**config.mk**
```make
export PLATFORM = sky130hd
export DESIGN_NAME = mem_access_controller
export DESIGN_NICKNAME = d
export VERILOG_FILES = /design/src/rtl/mem_access_controller.sv
export SDC_FILE = /design/constraint.sdc
export NUM_CORES = 1
export LEC_CHECK = 0
export CAP_MARGIN = 25
export CORE_MARGIN = 4
export CORE_UTILIZATION = 45
export CTS_CLUSTER_SIZE = 8
export DETAILED_ROUTE_END_ITERATION = 12
export MAX_ROUTING_LAYER = met4
export PLACE_DENSITY = 0.72
export SYNTH_ARGS = -nofsm -noshare
export SYNTH_HDL_FRONTEND = slang
export SYNTH_SLANG_ARGS = --single-unit
export TNS_END_PERCENT = 30
```
**constraint.sdc**
```tcl
create_clock -name clk -period 5.8 [get_ports clk]
set_input_delay 1.16 -clock clk [delete_from_list [all_inputs] [get_ports clk]]
set_output_delay 1.16 -clock clk [all_outputs]
set_load 0.1 [all_outputs]
```
**src/rtl/mem_access_controller.sv**
```systemverilog
// mem_access_controller: single owner of the byte-wide data memory port.
// After reset it runs a boot phase that streams bytes into consecutive
// addresses. It then serves CPU word/byte loads and stores as big-endian
// byte beats (the byte at the base address holds bits 31:24).
//
// Ports:
//   clk, rst_n                 clock, async active-low reset
//   load_valid/byte/done       boot byte stream and end-of-stream marker
//   boot_active, load_count    boot phase flag, next boot write address
//   cpu_req/we/size/addr/wdata CPU request (held until cpu_done)
//   cpu_rdata/done/err/busy    CPU response; err flags a misaligned word access
//   mem_addr/wdata/we/re       memory strobes; mem_rdata is valid one cycle after mem_re
module mem_access_controller #(
  parameter int unsigned ADDR_W = 10
) (
  input  logic              clk,
  input  logic              rst_n,
  input  logic              load_valid,
  input  logic [7:0]        load_byte,
  input  logic              load_done,
  output logic              boot_active,
  output logic [ADDR_W-1:0] load_count,
  input  logic              cpu_req,
  input  logic              cpu_we,
  input  logic              cpu_size,
  input  logic [31:0]       cpu_addr,
  input  logic [31:0]       cpu_wdata,
  output logic [31:0]       cpu_rdata,
  output logic              cpu_done,
  output logic              cpu_err,
  output logic              cpu_busy,
  output logic [ADDR_W-1:0] mem_addr,
  output logic [7:0]        mem_wdata,
  output logic              mem_we,
  output logic              mem_re,
  input  logic [7:0]        mem_rdata
);

  typedef enum logic [2:0] {
    S_BOOT, S_IDLE, S_WRITE, S_READ, S_WAIT_LAST, S_DONE
  } state_e;

  state_e            state_q, state_d;
  logic [ADDR_W-1:0] load_count_q, load_count_d;
  logic [ADDR_W-1:0] base_q, base_d;
  logic              size_q, size_d;
  logic [31:0]       wdata_q, wdata_d;
  logic [1:0]        beat_q, beat_d;
  logic [23:0]       rbuf_q, rbuf_d;
  logic [31:0]       cpu_rdata_q, cpu_rdata_d;
  logic              cpu_done_q, cpu_done_d;
  logic              cpu_err_q, cpu_err_d;
  logic              boot_active_q, boot_active_d;
  logic              cpu_busy_q, cpu_busy_d;
  logic [ADDR_W-1:0] mem_addr_q, mem_addr_d;
  logic [7:0]        mem_wdata_q, mem_wdata_d;
  logic              mem_we_q, mem_we_d;
  logic              mem_re_q, mem_re_d;

  logic              misaligned_c;
  logic              last_beat_c;
  logic [1:0]        next_beat_c;
  logic              unused_addr_bits_c;

  // Upper address bits are dropped so accesses wrap within the array.
  assign unused_addr_bits_c = ^cpu_addr[31:ADDR_W];

  assign misaligned_c = cpu_size & (cpu_addr[1:0] != 2'b00);
  // beat_q indexes the beat currently on the memory port.
  assign last_beat_c  = ~size_q | (beat_q == 2'd3);
  assign next_beat_c  = beat_q + 2'd1;

  // Big-endian byte lane selection: beat 0 carries bits 31:24.
  function automatic logic [7:0] word_byte(input logic [31:0] w, input logic [1:0] idx);
    case (idx)
      2'd0:    return w[31:24];
      2'd1:    return w[23:16];
      2'd2:    return w[15:8];
      default: return w[7:0];
    endcase
  endfunction

  // State register.
  always_ff @(posedge clk or negedge rst_n) begin
    if (!rst_n) state_q <= S_BOOT;
    else        state_q <= state_d;
  end

  // Next-state logic.
  always_comb begin
    state_d = state_q;
    unique case (state_q)
      S_BOOT:      if (load_done) state_d = S_IDLE;
      S_IDLE:      if (cpu_req) state_d = misaligned_c ? S_DONE : (cpu_we ? S_WRITE : S_READ);
      S_WRITE:     if (last_beat_c) state_d = S_DONE;
      S_READ:      if (last_beat_c) state_d = S_WAIT_LAST;
      S_WAIT_LAST: state_d = S_DONE;
      S_DONE:      state_d = S_IDLE;
      default:     state_d = S_BOOT;
    endcase
  end

  // Output and datapath next values; every output is registered below.
  always_comb begin
    load_count_d  = load_count_q;
    base_d        = base_q;
    size_d        = size_q;
    wdata_d       = wdata_q;
    beat_d        = beat_q;
    rbuf_d        = rbuf_q;
    cpu_rdata_d   = cpu_rdata_q;
    cpu_done_d    = 1'b0;
    cpu_err_d     = 1'b0;
    mem_addr_d    = mem_addr_q;
    mem_wdata_d   = mem_wdata_q;
    mem_we_d      = 1'b0;
    mem_re_d      = 1'b0;
    boot_active_d = (state_d == S_BOOT);
    cpu_busy_d    = (state_d != S_IDLE);
    unique case (state_q)
      S_BOOT: begin
        if (load_valid) begin
          mem_we_d     = 1'b1;
          mem_addr_d   = load_count_q;
          mem_wdata_d  = load_byte;
          load_count_d = load_count_q + ADDR_W'(1);
        end
      end
      S_IDLE: begin
        if (cpu_req) begin
          base_d  = cpu_addr[ADDR_W-1:0];
          size_d  = cpu_size;
          wdata_d = cpu_wdata;
          beat_d  = 2'd0;
          if (misaligned_c) begin
            cpu_done_d = 1'b1;
            cpu_err_d  = 1'b1;
          end else begin
            mem_addr_d = cpu_addr[ADDR_W-1:0];
            if (cpu_we) begin
              mem_we_d    = 1'b1;
              mem_wdata_d = cpu_size ? cpu_wdata[31:24] : cpu_wdata[7:0];
            end else begin
              mem_re_d = 1'b1;
            end
          end
        end
      end
      S_WRITE: begin
        if (last_beat_c) begin
          cpu_done_d = 1'b1;
        end else begin
          mem_we_d    = 1'b1;
          mem_addr_d  = base_q + ADDR_W'(next_beat_c);
          mem_wdata_d = word_byte(wdata_q, next_beat_c);
          beat_d      = next_beat_c;
        end
      end
      S_READ: begin
        // Read data lags the strobe by one cycle, so capture the previous beat.
        if (beat_q != 2'd0) rbuf_d = {rbuf_q[15:0], mem_rdata};
        if (!last_beat_c) begin
          mem_re_d   = 1'b1;
          mem_addr_d = base_q + ADDR_W'(next_beat_c);
          beat_d     = next_beat_c;
        end
      end
      S_WAIT_LAST: begin
        cpu_done_d  = 1'b1;
        cpu_rdata_d = size_q ? {rbuf_q, mem_rdata} : {24'd0, mem_rdata};
      end
      default: ;
    endcase
  end

  // Datapath and output registers.
  always_ff @(posedge clk or negedge rst_n) begin
    if (!rst_n) begin
      load_count_q  <= '0;
      base_q        <= '0;
      size_q        <= 1'b0;
      wdata_q       <= '0;
      beat_q        <= '0;
      rbuf_q        <= '0;
      cpu_rdata_q   <= '0;
      cpu_done_q    <= 1'b0;
      cpu_err_q     <= 1'b0;
      boot_active_q <= 1'b1;
      cpu_busy_q    <= 1'b1;
      mem_addr_q    <= '0;
      mem_wdata_q   <= '0;
      mem_we_q      <= 1'b0;
      mem_re_q      <= 1'b0;
    end else begin
      load_count_q  <= load_count_d;
      base_q        <= base_d;
      size_q        <= size_d;
      wdata_q       <= wdata_d;
      beat_q        <= beat_d;
      rbuf_q        <= rbuf_d;
      cpu_rdata_q   <= cpu_rdata_d;
      cpu_done_q    <= cpu_done_d;
      cpu_err_q     <= cpu_err_d;
      boot_active_q <= boot_active_d;
      cpu_busy_q    <= cpu_busy_d;
      mem_addr_q    <= mem_addr_d;
      mem_wdata_q   <= mem_wdata_d;
      mem_we_q      <= mem_we_d;
      mem_re_q      <= mem_re_d;
    end
  end

  assign boot_active = boot_active_q;
  assign load_count  = load_count_q;
  assign cpu_rdata   = cpu_rdata_q;
  assign cpu_done    = cpu_done_q;
  assign cpu_err     = cpu_err_q;
  assign cpu_busy    = cpu_busy_q;
  assign mem_addr    = mem_addr_q;
  assign mem_wdata   = mem_wdata_q;
  assign mem_we      = mem_we_q;
  assign mem_re      = mem_re_q;

endmodule
```
==> impl_metrics.csv, run 1 <==
group,metric,value,unit
routing,drtIter0Drc,349,
global_routing,antenna_found_initial,0,
pwr,p_comb_frac,0.507,
worst_hold_path,hold_path.class,"reg2reg",
worst_setup_path,cp.required,4.64,ns
worst_setup_path,crit_chain,"clkdlybuf4s50_1",
place,dp.cells,897,
cts,cts_tree,"yes",
global_routing,grt_pass1_vias,5141,
place,place_congestion,0.873,
die,rows,43,
outcome,status,"finished, final reports clean",
worst_setup_path,end_kind,"output port",
die,die_area,16300,sq um
timing,hold_viol,0,
yosys,synth_area_leaders,"dfrtp_1 (53%), nand2_1 (9.9%), mux2_2 (5.4%)",
worst_setup_path,arrival,2.15,ns
yosys,ys_warn_count,0,
cells_and_area,final_common_cell,"nand2_1",
yosys,ys_ff_latch,138,
cells_and_area,fin_cells,929,
worst_setup_path,critPathMaxStageDelay,1.20,ns
cts,clk_pin_slew,0.05,ns
worst_setup_path,startpoint_type,"register",
yosys,yosys_most_used_dff,"dfrtp_1",
die,start_util,0.462,
yosys,ys_types,62,
pwr,ir_worst_vdd,0.446,mV
routing,first_pass_iters,7,
place,port_buffers,130,
pwr,netSwitchingPower,2.74,mW
die,die_w,128,microns
cts,cts_sinks,138,
routing,viasPerCell,5.42,
timing,fin_crit_sh,0.571,
pwr,power_leakage,3.77,nW
routing,ant_nets,0,
global_routing,overflow,0,
place,pre_cts_slack,2.31,ns
cts,root_buffer,"clkbuf_16",
cells_and_area,antenna_cells,0,
timing,slew_viol_final,0,
yosys,synth-edff-count,0,
yosys,syn_area,6440,sq um
cts,cts_max_level,4,
timing,slew_headroom,0.311,
yosys,synth_area_leader_cell,"dfrtp_1",
global_routing,grt_start_max_net_pins,92,
place,place_area,7810,sq um
yosys,synth_top_area_frac,0.529,
pwr,internal_power,2.84,mW
cts,insertion_delay,0.43,ns
die,core-area,13900,sq um
cts,cts_buffers,17,
timing,rsz0062_at_grt,"no",
timing,finalCriticalPeriod,3.31,ns
worst_setup_path,critPathSlowestCell,"clkdlybuf4s50_1",
routing,wirelength,16400,microns
routing,num_vias,5034,
worst_setup_path,crit_fanout,8,
yosys,syn_area_per_cell,10.4,sq um
pwr,power_frac_seq,0.307,
worst_setup_path,path_class,"reg2out",
cells_and_area,final_area,8390,sq um
timing,tns,0,ns
timing,setup_viol_count_final,0,
cells_and_area,drive_gt1_frac,0.127,
yosys,synthArstFlopShare,1.00,
cts,post_cts_buffers,0,
pwr,pwr-share-clk,0.186,
global_routing,grt_first_pass_wirelength,26600,microns
timing,worst_slew_pin_slew,1.03,ns
yosys,synth_fp_nets,717,
die,io_pins,153,
run,drv_cap,0,
place,dp_hpwl,11100,microns
timing,skew,0.00625,ns
cts,cts_buffer_depth,2,
timing,fmax,302,MHz
timing,setup_ws,2.49,ns
pwr,p_sw_frac,0.491,
worst_setup_path,worst-path-buf-inv,1,
yosys,synth_seq_area_share,0.537,
pwr,powerDensity,665,nW/um^2
cts,cts-hold-fix-buffers,0,
worst_setup_path,path_delay_family,"buffers and inverters",
die,fp.dieH,128,microns
cts,cts_resized,0,
routing,routedWlPerCell,17.6,microns
cells_and_area,num-nets-final,832,
cells_and_area,most-common-layout-cells,"nand2_1 (170), dfrtp_1 (136), clkdlybuf4s50_1 (129), o21ai_0 (42), mux2_2 (31)",
global_routing,grt_use_total,0.214,
cells_and_area,areaGrowthSynthToFinish,30.3,%
routing,drc,0,
yosys,synth_cells,621,
through the flow:
step / hold WS (ns) / power (mW) / utilization
5_1_grt: 0.484 / 5.86 / 0.602
3_5_place_dp: 0.464 / 4.54 / 0.561
3_3_place_gp: 0.458 / 4.48 / 0.561
4_1_cts: 0.478 / 5.60 / 0.602
2_1_floorplan: 0.446 / 3.84 / -
6_report: 0.475 / 5.58 / 0.602
power groups by stage:
stage               combinational, mW  clock, mW  sequential (mW)
finish                           2.83       1.04             1.71
global route                     2.99       1.10             1.77
CTS                              2.84       1.06             1.71
detailed placement               2.83          0             1.72
global placement                 2.78          0             1.69
floorplan                        1.07          0             2.76
synth_stat cells, types with 4 or more instances:
cell      instances
nand4_1           7
mux2_4           11
nor2b_1           7
o22ai_1           4
nand3_1           5
clkbuf_1         17
a21oi_1          19
mux2i_1          10
nand2_1         170
nor2_1           16
a22oi_1          16
a31oi_1           4
a221oi_1          9
buf_1             4
dfrtp_1         136
mux2_2           31
inv_1            14
buf_4             4
ha_1              8
buf_2            11
o21ai_0          42
a211o_1           8
xnor2_1           7
xor2_1            5
state kept, by name, summed over array words and instances, names as in the netlist, 2 cells and up:
name        cells
state_q         3
mem_wdata       8
rbuf_q         24
beat_q          2
cpu_rdata      32
base_q         10
load_count     10
mem_addr       10
wdata_q        32
worst paths after layout:
path | from | endpoint | slack, ns | cells after the start
max | load_count[2]$_DFFE_PN0P_ | load_count[2] | 2.49 | 1
min reg2reg | wdata_q[31]$_DFFE_PN0P_ | wdata_q[31]$_DFFE_PN0P_ | 0.48 | 2
max in group asynchronous | rst_n | rbuf_q[18]$_DFFE_PN0P_ | 3.88 | 2
min | wdata_q[31]$_DFFE_PN0P_ | wdata_q[31]$_DFFE_PN0P_ | 0.48 | 2
max reg2reg | size_q$_DFFE_PN0P_ | mem_wdata[3]$_DFFE_PN0P_ | 3.29 | 4
min in group asynchronous | rst_n | mem_addr[3]$_DFFE_PN0P_ | 0.82 | 1
layer usage:
layer,part of all wire,global-route usage,wire length (microns),vias to the layer above
li1,-,-,-,2375
met1,0.43,0.271,7060,2444
met2,0.46,0.325,7580,184
met3,0.082,0.0677,1350,31
met4,0.022,0.0805,367,0
met5,0,-,0,-
layout make-up:
| class | instances | area [sq um] |
|---|---|---|
| fill | 1149 | 5550 |
| tap | 180 | 225 |
| inverter | 16 | 60.1 |
| multi-input combinational | 428 | 2730 |
| sequential | 138 | 3460 |
| timing repair buffer | 135 | 1340 |
| clock buffer | 22 | 484 |
| clock inverter | 10 | 92.6 |
cell families (layout without fill, tap and decap cells):
family                   after synthesis  after routing  synth area share
multiplexers                          55             55             0.101
XOR/XNOR                              12             12            0.0163
AND/OR/NAND/NOR                      226            226             0.154
buffers and inverters                 55            183            0.0400
adder cells (fa/ha/maj)                9              9            0.0187
flip-flops                           138            138             0.537
AO/OA/AOI/OAI                        126            126             0.134
Note: power is estimated with default switching activity, not from simulation.
==> run 2, diff against run 1 <==
--- a/config.mk
+++ b/config.mk
@@ -11,7 +11,7 @@
 export CTS_CLUSTER_SIZE = 8
 export DETAILED_ROUTE_END_ITERATION = 12
 export MAX_ROUTING_LAYER = met4
-export PLACE_DENSITY = 0.72
+export PLACE_DENSITY = 0.75
 export SYNTH_ARGS = -nofsm -noshare
 export SYNTH_HDL_FRONTEND = slang
 export SYNTH_SLANG_ARGS = --single-unit
==> constraint.sdc (replaced) <==
create_clock -name clk -period 2.9 [get_ports clk]
set_input_delay 0.58 -clock clk [delete_from_list [all_inputs] [get_ports clk]]
set_output_delay 0.58 -clock clk [all_outputs]
set_load 0.1 [all_outputs]
==> run 2 against run 1 <==
Effect of this change: count of clock-buffer cells in the layout is 3 lower; register-to-register slack worse by 2.7 ns; combinational power increased by 100%; core utilization down 0.40 points; hold slack lost 0.24 ns; sequential power grew 95%; clock power rose by 110%; critical endpoint is now mem_addr[7]$_DFFE_PN0P_.
==> impl_metrics.csv, run 2 (same netlist as run 1, synthesis figures left out) <==
group,metric,value,unit
outcome,status,"finished, final reports clean",
cts,insertion_delay,0.42,ns
routing,drtIter0Drc,391,
timing,finalCriticalPeriod,2.32,ns
run,drv_cap,0,
pwr,power_leakage,3.94,nW
cts,post_cts_buffers,0,
worst_hold_path,hold_path.class,"in2async",
cts,clk_pin_slew,0.06,ns
cells_and_area,areaGrowthSynthToFinish,29.4,%
timing,slew_viol_final,0,
global_routing,antenna_found_initial,0,
worst_setup_path,crit_fanout,8,
routing,drc,0,
cts,cts_max_level,4,
global_routing,grt_use_total,0.213,
cells_and_area,regArea,3460,sq um
timing,fmax,432,MHz
worst_setup_path,critPathSlowestCell,"a21oi_1",
timing,tns,0,ns
worst_setup_path,arrival,2.60,ns
die,start_util,0.462,
cts,cts-hold-fix-buffers,0,
cells_and_area,drive_gt1_frac,0.225,
worst_setup_path,cp_common_cell,"ha_1",
worst_setup_path,cp.required,3.19,ns
timing,rsz0062_at_grt,"no",
die,die_w,128,microns
die,io_pins,153,
global_routing,grt_first_pass_wirelength,26500,microns
global_routing,grt_pass1_vias,5201,
worst_setup_path,path_class,"reg2reg",
worst_setup_path,r2r_slack,0.58,ns
place,port_buffers,130,
place,place_congestion,0.930,
global_routing,grt_start_max_net_pins,95,
cells_and_area,antenna_cells,0,
timing,slew_headroom,0.429,
routing,viasPerCell,5.42,
place,dp_hpwl,11300,microns
timing,setup_viol_count_final,0,
timing,holdWs,0.236,ns
routing,ant_nets,0,
global_routing,overflow,0,
die,core-area,13900,sq um
cells_and_area,final_common_cell,"nand2_1",
worst_setup_path,worst-path-buf-inv,1,
worst_setup_path,crit_chain,"inv_1 -> ha_1 -> ha_1 -> a21oi_1 -> nor4_1 -> o21ai_0 -> a31oi_1",
routing,num_vias,5078,
timing,hold_viol,0,
cts,root_buffer,"clkbuf_16",
cts,cts_buffers,17,
worst_setup_path,path_delay_family,"compound AO/OA/AOI/OAI gates",
routing,routedWlPerCell,17.5,microns
die,fp.dieH,128,microns
die,die_area,16300,sq um
pwr,fin_total_pwr,11.2,mW
worst_setup_path,end_kind,"register",
worst_setup_path,critPathMaxStageDelay,0.55,ns
cts,cts_sinks,138,
cts,cts_tree,"yes",
pwr,powerDensity,1350,nW/um^2
cells_and_area,most-common-layout-cells,"nand2_1 (170), dfrtp_1 (136), buf_4 (80), clkdlybuf4s50_1 (63), o21ai_0 (42)",
timing,skew,0.00715,ns
die,rows,43,
timing,worst_slew_pin_slew,0.856,ns
pwr,ir_worst_vdd,0.964,mV
cells_and_area,n_fill_cell,1133,
worst_setup_path,startpoint_type,"register",
routing,first_pass_iters,5,
cts,cts_buffer_depth,2,
routing,wirelength,16400,microns
cells_and_area,num-nets-final,842,
timing,fin_crit_sh,0.799,
cts,cts_resized,0,
cells_and_area,multi_input_area,2730,sq um
[run 2: metal layers]
| metal | part of all wire | vias to the layer above | global-route usage | routed length, microns |
|---|---|---|---|---|
| li1 | - | 2388 | - | - |
| met1 | 0.43 | 2460 | 0.265 | 7060 |
| met2 | 0.48 | 198 | 0.336 | 7880 |
| met3 | 0.068 | 32 | 0.0535 | 1110 |
| met4 | 0.023 | 0 | 0.0811 | 386 |
| met5 | 0 | - | - | 0 |
[run 2: final timing paths]
| check | startpoint | endpoint | depth (start not counted) |
|---|---|---|---|
| max in group asynchronous | rst_n | rbuf_q[12]$_DFFE_PN0P_ | 2 |
| min in group clk | wdata_q[20]$_DFFE_PN0P_ | wdata_q[20]$_DFFE_PN0P_ | 2 |
| min | rst_n | mem_addr[7]$_DFFE_PN0P_ | 1 |
| max | beat_q[0]$_DFFE_PN0P_ | mem_addr[7]$_DFFE_PN0P_ | 7 |
| min reg2reg | wdata_q[20]$_DFFE_PN0P_ | wdata_q[20]$_DFFE_PN0P_ | 2 |
| max reg2reg | beat_q[0]$_DFFE_PN0P_ | mem_addr[7]$_DFFE_PN0P_ | 7 |
[run 2: power breakdown]
group | leakage, nW | switching, mW | internal, mW
logic | 1.89 | 4.06 | 1.64
registers | 1.76 | 0.632 | 2.71
clock network | 0.291 | 0.786 | 1.39
[run 2: worst register-to-register path: stages (launching register included)]
cell and delay, ns:
dfrtp_1 0.40, inv_1 0.13, ha_1 0.38, ha_1 0.30, a21oi_1 0.55, nor4_1 0.11
o21ai_0 0.22, a31oi_1 0.11
[run 2: stage by stage]
step	instances	setup slack (ns)	instance area [sq um]	utilization
after detailed placement	907	0.475	7730	0.555
after floorplan	621	0.914	6440	-
after CTS	937	0.603	8330	0.598
after global routing	937	0.389	8330	0.598
after global placement	907	0.507	7730	0.555
final	937	0.583	8330	0.598
[run 2: cell type report]
class,instances,share of cell area
Clock inverter,11,0.0176
Timing Repair Buffer,145,0.151
Tap cell,180,0.0270
Multi-Input combinational cell,428,0.328
Sequential cell,138,0.415
Clock buffer,19,0.0543
Inverter,16,0.00721
==> run 3, diff against run 2 <==
--- a/config.mk
+++ b/config.mk
@@ -11,7 +11,7 @@
 export CTS_CLUSTER_SIZE = 8
 export DETAILED_ROUTE_END_ITERATION = 12
 export MAX_ROUTING_LAYER = met4
-export PLACE_DENSITY = 0.75
+export PLACE_DENSITY = 0.72
 export SYNTH_ARGS = -nofsm -noshare
 export SYNTH_HDL_FRONTEND = slang
 export SYNTH_SLANG_ARGS = --single-unit
==> constraint.sdc (replaced) <==
create_clock -name clk -period 2.4 [get_ports clk]
set_input_delay 0.48 -clock clk [delete_from_list [all_inputs] [get_ports clk]]
set_output_delay 0.48 -clock clk [all_outputs]
set_load 0.1 [all_outputs]
==> run 3 against run 2 <==
Effect of this change: clock skew barely moved; hold slack improved by 0.24 ns; cell count rose by 1.5%; via count rose by 2.0%; clock power rose by 13%; sequential power rose by 20%; critical endpoint is now mem_addr[4]$_DFFE_PN0P_; largest cell class unchanged; largest power group unchanged; highest routed layer unchanged.
==> impl_metrics.csv, run 3 (same netlist as run 1, synthesis figures left out) <==
group,metric,value,unit
outcome,status,"finished, final reports clean",
die,fp.dieH,128,microns
cts,cts_buffer_depth,2,
cells_and_area,antenna_cells,0,
worst_setup_path,arrival,2.61,ns
routing,routedWlPerCell,17.6,microns
timing,slew_viol_final,0,
pwr,netSwitchingPower,6.71,mW
global_routing,grt_use_total,0.217,
timing,rsz0062_at_grt,"no",
global_routing,antenna_found_initial,0,
pwr,internal_power,6.80,mW
pwr,power_frac_seq,0.298,
pwr,power_leakage,3.99,nW
cts,cts_max_level,4,
die,core-area,13900,sq um
cts,cts_tree,"yes",
cts,insertion_delay,0.42,ns
timing,fin_crit_sh,0.946,
global_routing,grt_start_max_net_pins,62,
global_routing,grt_pass1_vias,5215,
die,io_pins,153,
timing,worst_slew_pin_slew,0.603,ns
worst_setup_path,reg2reg_from,"beat_q[0]$_DFFE_PN0P_",
routing,first_pass_iters,5,
worst_hold_path,hold_path.class,"in2async",
timing,setup_viol_count_final,0,
worst_setup_path,r2r_slack,0.13,ns
cts,cts_sinks,138,
global_routing,grt_first_pass_wirelength,27100,microns
worst_setup_path,timing.rr.end,"mem_addr[4]$_DFFE_PN0P_",
cells_and_area,most-common-layout-cells,"nand2_1 (170), dfrtp_1 (136), buf_4 (89), clkdlybuf4s50_1 (63), o21ai_0 (42)",
place,place_congestion,0.912,
routing,drtIter0Drc,492,
cells_and_area,num-nets-final,854,
place,dp_hpwl,11700,microns
worst_setup_path,crit_fanout,5,
die,die_w,128,microns
timing,fmax,440,MHz
global_routing,overflow,0,
routing,wirelength,16700,microns
pwr,p_comb_frac,0.521,
timing,tns,0,ns
die,start_util,0.462,
pwr,ir_worst_vdd,1.44,mV
worst_setup_path,path_class,"reg2reg",
timing,finalCriticalPeriod,2.27,ns
cts,cts_buffers,17,
cells_and_area,areaGrowthSynthToFinish,30.8,%
cts,root_buffer,"clkbuf_16",
worst_setup_path,startpoint_type,"register",
pwr,p_sw_frac,0.496,
die,rows,43,
cells_and_area,drive_gt1_frac,0.235,
routing,drc,0,
run,drv_cap,0,
timing,hold_viol,0,
routing,ant_nets,0,
place,port_buffers,130,
die,die_area,16300,sq um
worst_setup_path,r2r.worst_path.cells,7,
cts,clk_pin_slew,0.06,ns
routing,viasPerCell,5.45,
pwr,powerDensity,1600,nW/um^2
timing,skew,0.00710,ns
routing,num_vias,5181,
pwr,pwr-share-clk,0.181,
worst_setup_path,end_kind,"register",
cells_and_area,final_common_cell,"nand2_1",
timing,holdWs,0.479,ns
worst_setup_path,cp.required,2.74,ns
timing,slew_headroom,0.598,
[run 3: changes by cell type in the layout (fill, tap and decap cells not counted)]
| cell | change |
|---|---|
| clkbuf_1 | +3 |
| ha_4 | +1 |
| clkbuf_8 | -2 |
| clkinvlp_4 | -1 |
| inv_6 | +2 |
| buf_12 | +2 |
| dlygate4sd3_1 | +1 |
| bufinv_16 | -2 |
| ha_1 | -1 |
| buf_4 | +9 |
| clkinv_2 | -1 |
| clkinv_4 | +3 |
[run 3: critical path: stages (launching register included)]
cell and delay [ns]:
dfrtp_1 0.41, inv_1 0.22, ha_4 0.26, fa_1 0.46, nand4_1 0.23, nand2_1 0.10, a221o_1 0.36, mux2i_1 0.14
[run 3: through the flow]
| stage | util | std cells | setup WS, ns | total power [mW] | area (sq um) |
|---|---|---|---|---|---|
| 2_1_floorplan | - | 621 | 0.414 | 9.27 | 6440 |
| 3_3_place_gp | 0.562 | 917 | 0.136 | 10.9 | 7840 |
| 3_5_place_dp | 0.562 | 917 | 0.110 | 11.0 | 7840 |
| 4_1_cts | 0.603 | 950 | 0.0978 | 13.5 | 8400 |
| 5_1_grt | 0.604 | 951 | 0.0513 | 14.2 | 8420 |
| 6_report | 0.604 | 951 | 0.129 | 13.5 | 8420 |
[run 3: cell type report]
type	count	area [sq um]
well taps	180	225
fillers	1163	5520
clock inverters	12	118
inverters	16	60.1
repair buffers	157	1380
multi-input cells	428	2740
clock buffers	20	437
flip-flops and latches	138	3460
[run 3: timing repair]
action / 4_1_cts / 5_1_grt
gates resized for setup: 0 / 1
hold endpoints to repair: 17 / 0
endpoints found under the setup margin: 0 / 2
hold buffers: 1 / 0
setup buffers: 0 / 1
[run 3: how the worst max path moves through the flow]
stage                                      from                       to  cells past startpoint
after floorplan           beat_q[0]$_DFFE_PN0P_  mem_addr[4]$_DFFE_PN0P_                      7
after global placement              cpu_addr[0]  mem_addr[0]$_DFFE_PN0P_                      5
after detailed placement  beat_q[0]$_DFFE_PN0P_  mem_addr[4]$_DFFE_PN0P_                      7
after CTS                 beat_q[0]$_DFFE_PN0P_  mem_addr[4]$_DFFE_PN0P_                      7
after global routing      beat_q[0]$_DFFE_PN0P_  mem_addr[4]$_DFFE_PN0P_                      7
final                     beat_q[0]$_DFFE_PN0P_  mem_addr[4]$_DFFE_PN0P_                      7
[run 3: metal layers]
metal	up-vias	global-route usage	share of wire
met5	-	-	0
met4	0	0.0886	0.020
met3	35	0.0665	0.077
met2	208	0.322	0.47
met1	2519	0.278	0.44
li1	2419	-	-
[run 3: power groups by stage]
stage / Clock, mW / Combinational [mW] / Sequential [mW]
global placement: 0 / 6.88 / 3.99
finish: 2.45 / 7.04 / 4.02
global route: 2.62 / 7.44 / 4.14
CTS: 2.50 / 7.02 / 4.01
detailed placement: 0 / 6.99 / 4.04
floorplan: 0 / 2.59 / 6.68
